==> src/rtl/ntom_sync_fifo.sv <==
// ---------------------------------------------------------------------------
// ntom_sync_fifo
//   Single-clock FIFO with N write lanes and M read lanes. Enabled write lanes
//   are packed in ascending lane order with gaps removed. The read side is
//   show-ahead: lane j of data_o always presents entry head+j. A burst is
//   accepted whole or rejected whole. A rejected burst raises a sticky
//   overflow or underflow flag instead of partially completing.
//
// Ports
//   clk_i         rising-edge clock
//   rst_n_i       asynchronous active-low reset (release synchronised outside)
//   data_i        N x DATA_WIDTH write data, lane 0 in the low bits
//   wr_en_i       per-lane write enable
//   rd_cnt_i      number of words to pop this cycle (0..M)
//   clr_err_i     synchronous clear of the sticky error flags
//   data_o        M x DATA_WIDTH show-ahead read data, lane 0 = head
//   valid_o       lane j valid when fill > j
//   fill_cnt_o    current number of stored entries
//   fifo_full_o   fill == DEPTH
//   fifo_afull_o  fill >= AFULL_THRESH
//   fifo_empty_o  fill == 0
//   overflow_o    sticky: a write burst did not fit
//   underflow_o   sticky: a read asked for more words than were stored
// ---------------------------------------------------------------------------
module ntom_sync_fifo #(
    parameter int N            = 4,
    parameter int M            = 2,
    parameter int DATA_WIDTH   = 8,
    parameter int DEPTH        = 32,
    parameter int AFULL_THRESH = DEPTH - N
) (
    input  logic                           clk_i,
    input  logic                           rst_n_i,
    input  logic [N*DATA_WIDTH-1:0]        data_i,
    input  logic [N-1:0]                   wr_en_i,
    input  logic [$clog2(M+1)-1:0]         rd_cnt_i,
    input  logic                           clr_err_i,
    output logic [M*DATA_WIDTH-1:0]        data_o,
    output logic [M-1:0]                   valid_o,
    output logic [$clog2(DEPTH+1)-1:0]     fill_cnt_o,
    output logic                           fifo_full_o,
    output logic                           fifo_afull_o,
    output logic                           fifo_empty_o,
    output logic                           overflow_o,
    output logic                           underflow_o
);

    localparam int AW = (DEPTH > 1) ? $clog2(DEPTH) : 1;
    localparam int CW = $clog2(DEPTH + 1);

    localparam logic [AW-1:0] PTR_MASK = AW'(DEPTH - 1);
    localparam logic [CW-1:0] DEPTH_C  = CW'(DEPTH);
    localparam logic [CW-1:0] AFULL_C  = CW'(AFULL_THRESH);

    // Storage and registered state
    logic [DATA_WIDTH-1:0] mem_q [DEPTH];
    logic [AW-1:0]         head_q, head_d;
    logic [AW-1:0]         tail_q, tail_d;
    logic [CW-1:0]         fill_q, fill_d;
    logic                  overflow_q, overflow_d;
    logic                  underflow_q, underflow_d;

    // Write-side packing
    logic [CW-1:0]         wr_num;
    logic [CW-1:0]         wr_acc;
    logic [CW-1:0]         rd_acc;
    logic                  wr_ok;
    logic                  rd_ok;
    logic [N-1:0]          lane_we;
    logic [AW-1:0]         lane_addr [N];
    logic [AW-1:0]         rd_addr   [M];

    // -----------------------------------------------------------------------
    // Next-state logic
    // -----------------------------------------------------------------------
    always_comb begin
        logic [AW-1:0] off;
        // NOTE: every variable gets a default before any conditional
        // assignment, so no path leaves a value held and no latch is inferred.
        wr_num  = '0;
        off     = '0;
        lane_we = '0;
        for (int i = 0; i < N; i++) begin
            lane_addr[i] = '0;
            wr_num       = wr_num + CW'(wr_en_i[i]);
        end

        // Both acceptance tests use the fill value from before this cycle's
        // pop and push. A burst that does not fit is rejected whole.
        wr_ok  = (wr_num <= (DEPTH_C - fill_q));
        rd_ok  = (CW'(rd_cnt_i) <= fill_q);
        wr_acc = wr_ok ? wr_num : '0;
        rd_acc = rd_ok ? CW'(rd_cnt_i) : '0;

        // Each enabled lane goes to tail + (number of enabled lanes below it).
        // This removes the gaps between enabled lanes.
        for (int i = 0; i < N; i++) begin
            lane_addr[i] = (tail_q + off) & PTR_MASK;
            lane_we[i]   = wr_en_i[i] & wr_ok;
            if (wr_en_i[i]) begin
                off = off + AW'(1);
            end
        end

        fill_d = fill_q + wr_acc - rd_acc;
        tail_d = (tail_q + AW'(wr_acc)) & PTR_MASK;
        head_d = (head_q + AW'(rd_acc)) & PTR_MASK;

        // If a new error arrives in the same cycle as clr_err_i, the set wins.
        overflow_d  = (overflow_q  & ~clr_err_i) | ~wr_ok;
        underflow_d = (underflow_q & ~clr_err_i) | ~rd_ok;
    end

    // -----------------------------------------------------------------------
    // Control registers
    // -----------------------------------------------------------------------
    always_ff @(posedge clk_i or negedge rst_n_i) begin
        if (!rst_n_i) begin
            head_q      <= '0;
            tail_q      <= '0;
            fill_q      <= '0;
            overflow_q  <= 1'b0;
            underflow_q <= 1'b0;
        end else begin
            // NOTE: sequential state uses non-blocking assignments only, so
            // every register samples values from before the clock edge.
            head_q      <= head_d;
            tail_q      <= tail_d;
            fill_q      <= fill_d;
            overflow_q  <= overflow_d;
            underflow_q <= underflow_d;
        end
    end

    // NOTE: the storage array has no reset. Emptiness is tracked by fill_q,
    // so stale contents are never presented as valid, and leaving the array
    // unreset lets it map onto plain RAM.
    always_ff @(posedge clk_i) begin
        for (int i = 0; i < N; i++) begin
            if (lane_we[i]) begin
                mem_q[lane_addr[i]] <= data_i[i*DATA_WIDTH +: DATA_WIDTH];
            end
        end
    end

    // -----------------------------------------------------------------------
    // Show-ahead read port and status. Everything here comes from registered
    // state only. A word written at an edge first appears after that edge.
    // -----------------------------------------------------------------------
    always_comb begin
        data_o  = '0;
        valid_o = '0;
        for (int j = 0; j < M; j++) begin
            rd_addr[j]                         = (head_q + AW'(j)) & PTR_MASK;
            data_o[j*DATA_WIDTH +: DATA_WIDTH] = mem_q[rd_addr[j]];
            valid_o[j]                         = (fill_q > CW'(j));
        end
    end

    assign fill_cnt_o   = fill_q;
    assign fifo_full_o  = (fill_q == DEPTH_C);
    assign fifo_afull_o = (fill_q >= AFULL_C);
    assign fifo_empty_o = (fill_q == '0);
    assign overflow_o   = overflow_q;
    assign underflow_o  = underflow_q;

endmodule

==> config.mk <==
export PLATFORM = sky130hd
export DESIGN_NAME = ntom_sync_fifo
export DESIGN_NICKNAME = d
export VERILOG_FILES = /design/src/rtl/ntom_sync_fifo.sv
export SDC_FILE = /design/constraint.sdc
export NUM_CORES = 1
export LEC_CHECK = 0
export ABC_AREA = 1
export ABC_CLOCK_PERIOD_IN_PS = 5600
export BUFFER_PORTS_ARGS = -buffer_cell sky130_fd_sc_hd__buf_2
export CAP_MARGIN = 15
export CORE_MARGIN = 2
export CORE_UTILIZATION = 45
export DETAILED_ROUTE_END_ITERATION = 7
export HOLD_SLACK_MARGIN = 0.06
export PLACE_DENSITY_LB_ADDON = 0.08
export SYNTH_ARGS = -nofsm -noshare
export SYNTH_HDL_FRONTEND = slang
export SYNTH_SLANG_ARGS = --single-unit
==> constraint.sdc <==
create_clock -name clk_i -period 5.6 [get_ports clk_i]
set_input_delay 1.12 -clock clk_i [delete_from_list [all_inputs] [get_ports clk_i]]
set_output_delay 1.12 -clock clk_i [all_outputs]
set_load 0.005 [all_outputs]
; Yosys cells after proc, flatten, opt, wreduce, memory -nomap -nowiden
; Memories as Yosys holds them, arrays and structs flattened.
; Cells that the tools add are included.
[op_classes]
n_lt_le_gt_ge = 5
bitwise_logic = 11
n_eq_ne = 1
reduce_logical = 1
addsub = 14
mux = 13
[ops]
columns = op, n
row1 = "> comparator 6 x 1 -> 1 bit, second input constant", 2
row2 = "adder 5 x 1 -> 5 bit, second input constant", 2
row3 = adder 5 bit, 2
row4 = two-way mux 5 bit, 2
row5 = two-way mux 1 bit, 9
row6 = adder 6 x 4 -> 6 bit, 1
row7 = AND 1 bit, 6
row8 = "== test 6 bit, second input constant", 1
row9 = ">= comparator 6 x 5 -> 1 bit, second input constant", 1
row10 = less-or-equal comparator 2 x 6 -> 1 bit, 1
row11 = less-or-equal comparator 4 x 6 -> 1 bit, 1
row12 = logical NOT 6 bit, 1
row13 = subtractor 6 x 2 -> 6 bit, 1
row14 = "subtractor 6 bit, first input constant", 1
row15 = adder 5 x 1 -> 5 bit, 1
row16 = adder 5 x 2 -> 5 bit, 1
row17 = adder 5 x 4 -> 5 bit, 1
row18 = adder 3 x 1 -> 4 bit, 1
row19 = two-way mux 4 bit, 1
row20 = adder 2 x 1 -> 3 bit, 1
row21 = inverter 1 bit, 3
row22 = adder 1 x 1 -> 2 bit, 1
row23 = "adder 1 x 1 -> 2 bit, second input constant", 1
row24 = two-way mux 2 bit, 1
row25 = bitwise OR 1 bit, 2
[totals]
in_bits = 41
output_inout_bits = 29
mem_count = 1
wordCells = 51
ramBits = 256
regBits = 18
[mem_list]
columns = memory, depth, word_bits, read_ports, rd_clocked_by_memory_dff, write_ports, line
row1 = mem_q, 32, 8, 2, 0, 4, 56  ; logic [DATA_WIDTH-1:0] mem_q [DEPTH];

; Logic depth before layout (Yosys ltp)
[logic_depth]
depth_word = 7
mapped_depth = 24

; Worst setup path after synthesis
; Ideal clock, no wire load.
[synth_timing]
path_kind = input to register
start = input port wr_en_i[0]
end = register fill_q[5] (netlist: fill_cnt_o[5])
stages = 23
required_ps = 5521
arrival_time_ps = 4400
setup_ps = 79
n_path_buf = 0
setup_slack_ps = 1121
cell_sequence = fa_1 > ha_1 > ha_1 > ha_1 > nand2_1 > nand2_1 > nand2_1 > nand2_1 > nand2_1 > nor2_8 > inv_1 > nand2_1 > fa_1 > inv_1 > ha_1 > a21oi_1 > inv_1 > a31oi_1 > nor2_1 > nor2_1 > nor2_1 > nor2_1 > xor2_1
[synth_between]
elab_chain_cells = 7
[synth_rtl]
columns = item, line
row1 = start: declaration, 35  ; input logic [N-1:0] wr_en_i,
row2 = adder 1 x 1 -> 2 bit *, 85  ; wr_num = wr_num + CW'(wr_en_i[i]);
row3 = adder 2 x 1 -> 3 bit *, 85
row4 = adder 3 x 1 -> 4 bit *, 85
row5 = less-or-equal comparator 4 x 6 -> 1 bit, 90  ; wr_ok = (wr_num <= (DEPTH_C - fill_q));
row6 = two-way mux 4 bit *, 92  ; wr_acc = wr_ok ? wr_num : '0;
row7 = adder 6 x 4 -> 6 bit *, 105  ; fill_d = fill_q + wr_acc - rd_acc;
row8 = subtractor 6 x 2 -> 6 bit *, 105
row9 = via fill_d[5], 59  ; logic [CW-1:0] fill_q, fill_d;
row10 = end signal: assignment, 129  ; fill_q <= fill_d;
row11 = end: declaration, 59
; Mark *: on every way through the listed nets, which the timed path passes. The rest lies on a longest branch.

; Final worst setup path
[layout_timing]
start = register head_q[1]
end = output port data_o[10]
[layout_between]
elab_chain_cells = 2
[layout_rtl]
columns = item, line
row1 = start: declaration, 57  ; logic [AW-1:0] head_q, head_d;
row2 = start signal: assignment, 119  ; head_q <= '0;
row3 = start signal: assignment, 127  ; head_q <= head_d;
row4 = adder 5 x 1 -> 5 bit, 154  ; rd_addr[j] = (head_q + AW'(j)) & PTR_MASK;
row5 = memory (32 x 8 bit), -
row6 = end: declaration, 38  ; output logic [M*DATA_WIDTH-1:0] data_o,
; Every way passes these cells.

==> summary.md <==
| Metric | Value |
|---|---|
| Status | completed |
| Synth area leader | edfxtp_1 |
| Crit-path max FO | 33 |
| Port bufs | 69 |
| Detailed Routing Iterations Pass 1 | 7 |
| GRT overflow | 0 |
| Setup bufs post-CTS | 0 |
| EDFF count, synth | 256 |
| Post-Layout Cell Count | 4656 |
| Synth top area share | 0.298 |
| Drt via density | 6.29 |
| P&R area growth vs syn | 8.75% |
| DR WL/cell | 26.7 um |
| Final Max Slew Viols | 0 |
| Final setup margin | 0.691 ns |
| CTS tree | done |
| FF+latch count, synth | 274 |
| GPL Wtd Cong | 1.01 |
| DRC | 0 |
| Antenna Nets Post-Route | 0 |
| Fin crit period | 4.91 ns |
| WHS Path Cells | 1 |
| Cell variety after synth | 38 |
| CP Launch Type | flop |
| # H-tree levels | 2 |
| Total of warnings raised by yosys | 0 |
| Ranking of synthesized cells by area | edfxtp_1 30%, nand3_1 20%, nand2_1 12% |
| Hold-fix buffers at CTS | 0 |
| Layout cell share with drive strength beyond 1 | 0.107 |
| Max IR drop VDD | 0.746 mV |
| Worst Tran Pin Value | 1.25 ns |
| Detailed placement HPWL | 81.8 mm |
| CTS Buf Count | 36 |
| Cells after DPL | 4587 |
| CP Capture Type | output pin |
| Final Hold Viols | 0 |
| FF-to-FF End | fill_cnt_o[5] |
| Worst Skew | 0.0227 ns |
| Area of the multi-input gates | 15100 um2 |
| Die extent in y | 244 um |
| Max-capacitance violation count | 0 |
| First-pass GRT wire length | 180 mm |
| Final WL | 124 mm |
| Core area | 56600 um2 |
| Critical Path AT | 3.79 ns |
| Worst Path Required | 4.48 ns |
| Final design utilization | 0.496 |
| CTS sink count | 274 |
| R2R setup slack | 1.84 ns |
| IO Pins | 70 |
| Sequential element share of the synthesized area | 0.315 |
| Reg clk slew, reported paths | 0.07 ns |
| Die Span X | 244 um |
| Starting density of the core | 0.456 |
| Hold Path Origin | head_q[3] |
| Min-Delay Path Class | flop to flop |
| Synth Instances | 3949 |
| Setup TNS | 0 ns |
| Relative slew slack | 0.163 |
| Pwr per Cell Area | 591 nW/um2 |
| Gr usage total | 0.413 |
| Syn nets | 4033 |
| Synth Flop Type | edfxtp_1 |
| Max Root-Sink Buffers | 3 |
| Post-route clock period utilization | 0.877 |
| RSZ-0062 raised after global routing | false |
| 1st-iter DRT viols | 4258 |
| Synthesized area | 25800 um2 |
| Worst reg2reg path depth | 22 |
| Vias in the first global route | 26100 |
| Avg Cell Area, Syn | 6.54 um2 |
| Clk Latency, worst-skew pair | 0.59 ns |
| Crit path kind | flop to output pin |
| Final nets | 3953 |
| Post-place setup slack | 0.655 ns |
| Worst r2r src | fill_cnt_o[0] |
| Die footprint | 59300 um2 |
| Clock Root Buffer | clkbuf_16 |
| Setup violations, final | 0 |
| Initial antenna violation count | 2 |
| Pleak | 12.3 nW |
| Fmax | 0.204 GHz |
| Register area | 8150 um2 |
| Cell row count | 87 |
| DR vias | 29300 |
| Async S/R FF share, synth | 0.0657 |
| Resized Gates After CTS | 0 |
| Hold Path Sink | head_q[3] |
| Fill cells | 5824 |
| Largest net degree at the start of global routing | 173 |
## flip-flops by register name, summed over array words and instances, names as in the netlist
signal / count
mem_q: 256
fill_cnt_o: 6
head_q: 5
tail_q: 5
overflow_o: 1
underflow_o: 1
## cell usage after synthesis, drive strengths merged, types with 18 or more instances
library cell / instances
dfrtp: 18
nor2: 310
nand4: 38
ha: 36
edfxtp: 256
a21oi: 322
o211ai: 69
clkbuf: 176
nand3: 1038
inv: 365
nand2: 893
buf: 114
o21ai: 246
## placed cells by master (no fill, tap or decap), types with 3 or more instances in the layout
cell / count
inv_1: 353
nand3_4: 8
buf_2: 69
clkinvlp_4: 4
diode_2: 3
nor2_2: 26
o211ai_1: 69
clkbuf_1: 3
inv_6: 7
nor3_1: 7
a31oi_1: 15
nand4_1: 38
xor2_1: 13
dfrtp_1: 16
buf_4: 94
nand2_2: 67
nand2_4: 4
clkinv_2: 5
nand3_2: 11
o21ai_0: 244
nand2_1: 822
ha_1: 35
a21oi_1: 322
inv_2: 10
nor2_4: 42
clkbuf_16: 37
nor2_1: 241
buf_12: 9
nand3_1: 1019
fa_1: 7
clkinv_1: 14
edfxtp_1: 256
nor3_2: 5
bufinv_16: 6
## where the power goes
| part | internal, mW | switching (mW) |
|---|---|---|
| Sequential | 3.12 | 0.487 |
| Clock | 1.51 | 1.03 |
| Combinational | 2.76 | 7.69 |
## worst max-delay path: stages, from the launching register on
cell     delay, ns
dfrtp_4       0.73
ha_2          0.41
inv_1         0.52
buf_4         0.46
a21oi_1       0.07
o21ai_0       0.11
nand3_1       0.20
nand3_1       0.29
a31oi_1       0.16
buf_2         0.22
## how the worst max path moves through the flow
stage / depth (start not counted) / startpoint / end
floorplan: 23 / wr_en_i[0] / fill_cnt_o[5]
global placement: 24 / wr_en_i[0] / fill_cnt_o[5]
detailed placement: 24 / wr_en_i[0] / fill_cnt_o[5]
CTS: 9 / head_q[1] / data_o[10]
global route: 9 / head_q[0] / data_o[11]
finish: 9 / head_q[1] / data_o[10]
## metal layers
| layer | part of all wire | GRT usage | wire length [um] | up-vias |
|---|---|---|---|---|
| li1 | - | - | - | 13300 |
| met1 | 0.38 | 0.549 | 46900 | 13300 |
| met2 | 0.40 | 0.577 | 50000 | 2210 |
| met3 | 0.14 | 0.131 | 17900 | 551 |
| met4 | 0.077 | 0.264 | 9550 | 0 |
| met5 | 0 | 0 | 0 | - |
## per-stage QoR
step | power [mW] | hold WS [ns] | cell area, um2
2_1_floorplan | 9.78 | 0.470 | 25800
3_3_place_gp | 13.6 | 0.496 | 26800
3_5_place_dp | 13.6 | 0.500 | 26800
4_1_cts | 16.1 | 0.508 | 28100
5_1_grt | 17.4 | 0.524 | 28100
6_report | 16.6 | 0.510 | 28100
## kinds of logic (layout without fill, tap and decap cells)
logic type      Yosys count  count (layout)  share of synthesized area
compound gates          654             654                      0.134
xor+xnor                 18              18                    0.00756
fa+ha+maj                43              43                     0.0229
buf+inv                 667             615                      0.103
flops                   274             274                      0.315
other cells               0               3                          0
simple gates           2293            2293                      0.417
## area by class of cell
type,count,area share
flip-flops and latches,274,0.290
inverters,377,0.0507
multi-input cells,3008,0.536
clock inverters,26,0.0115
clock buffers,40,0.0334
diodes,3,0.000267
repair buffers,172,0.0439
well taps,756,0.0337
Note: power is estimated with default switching activity, not from simulation.
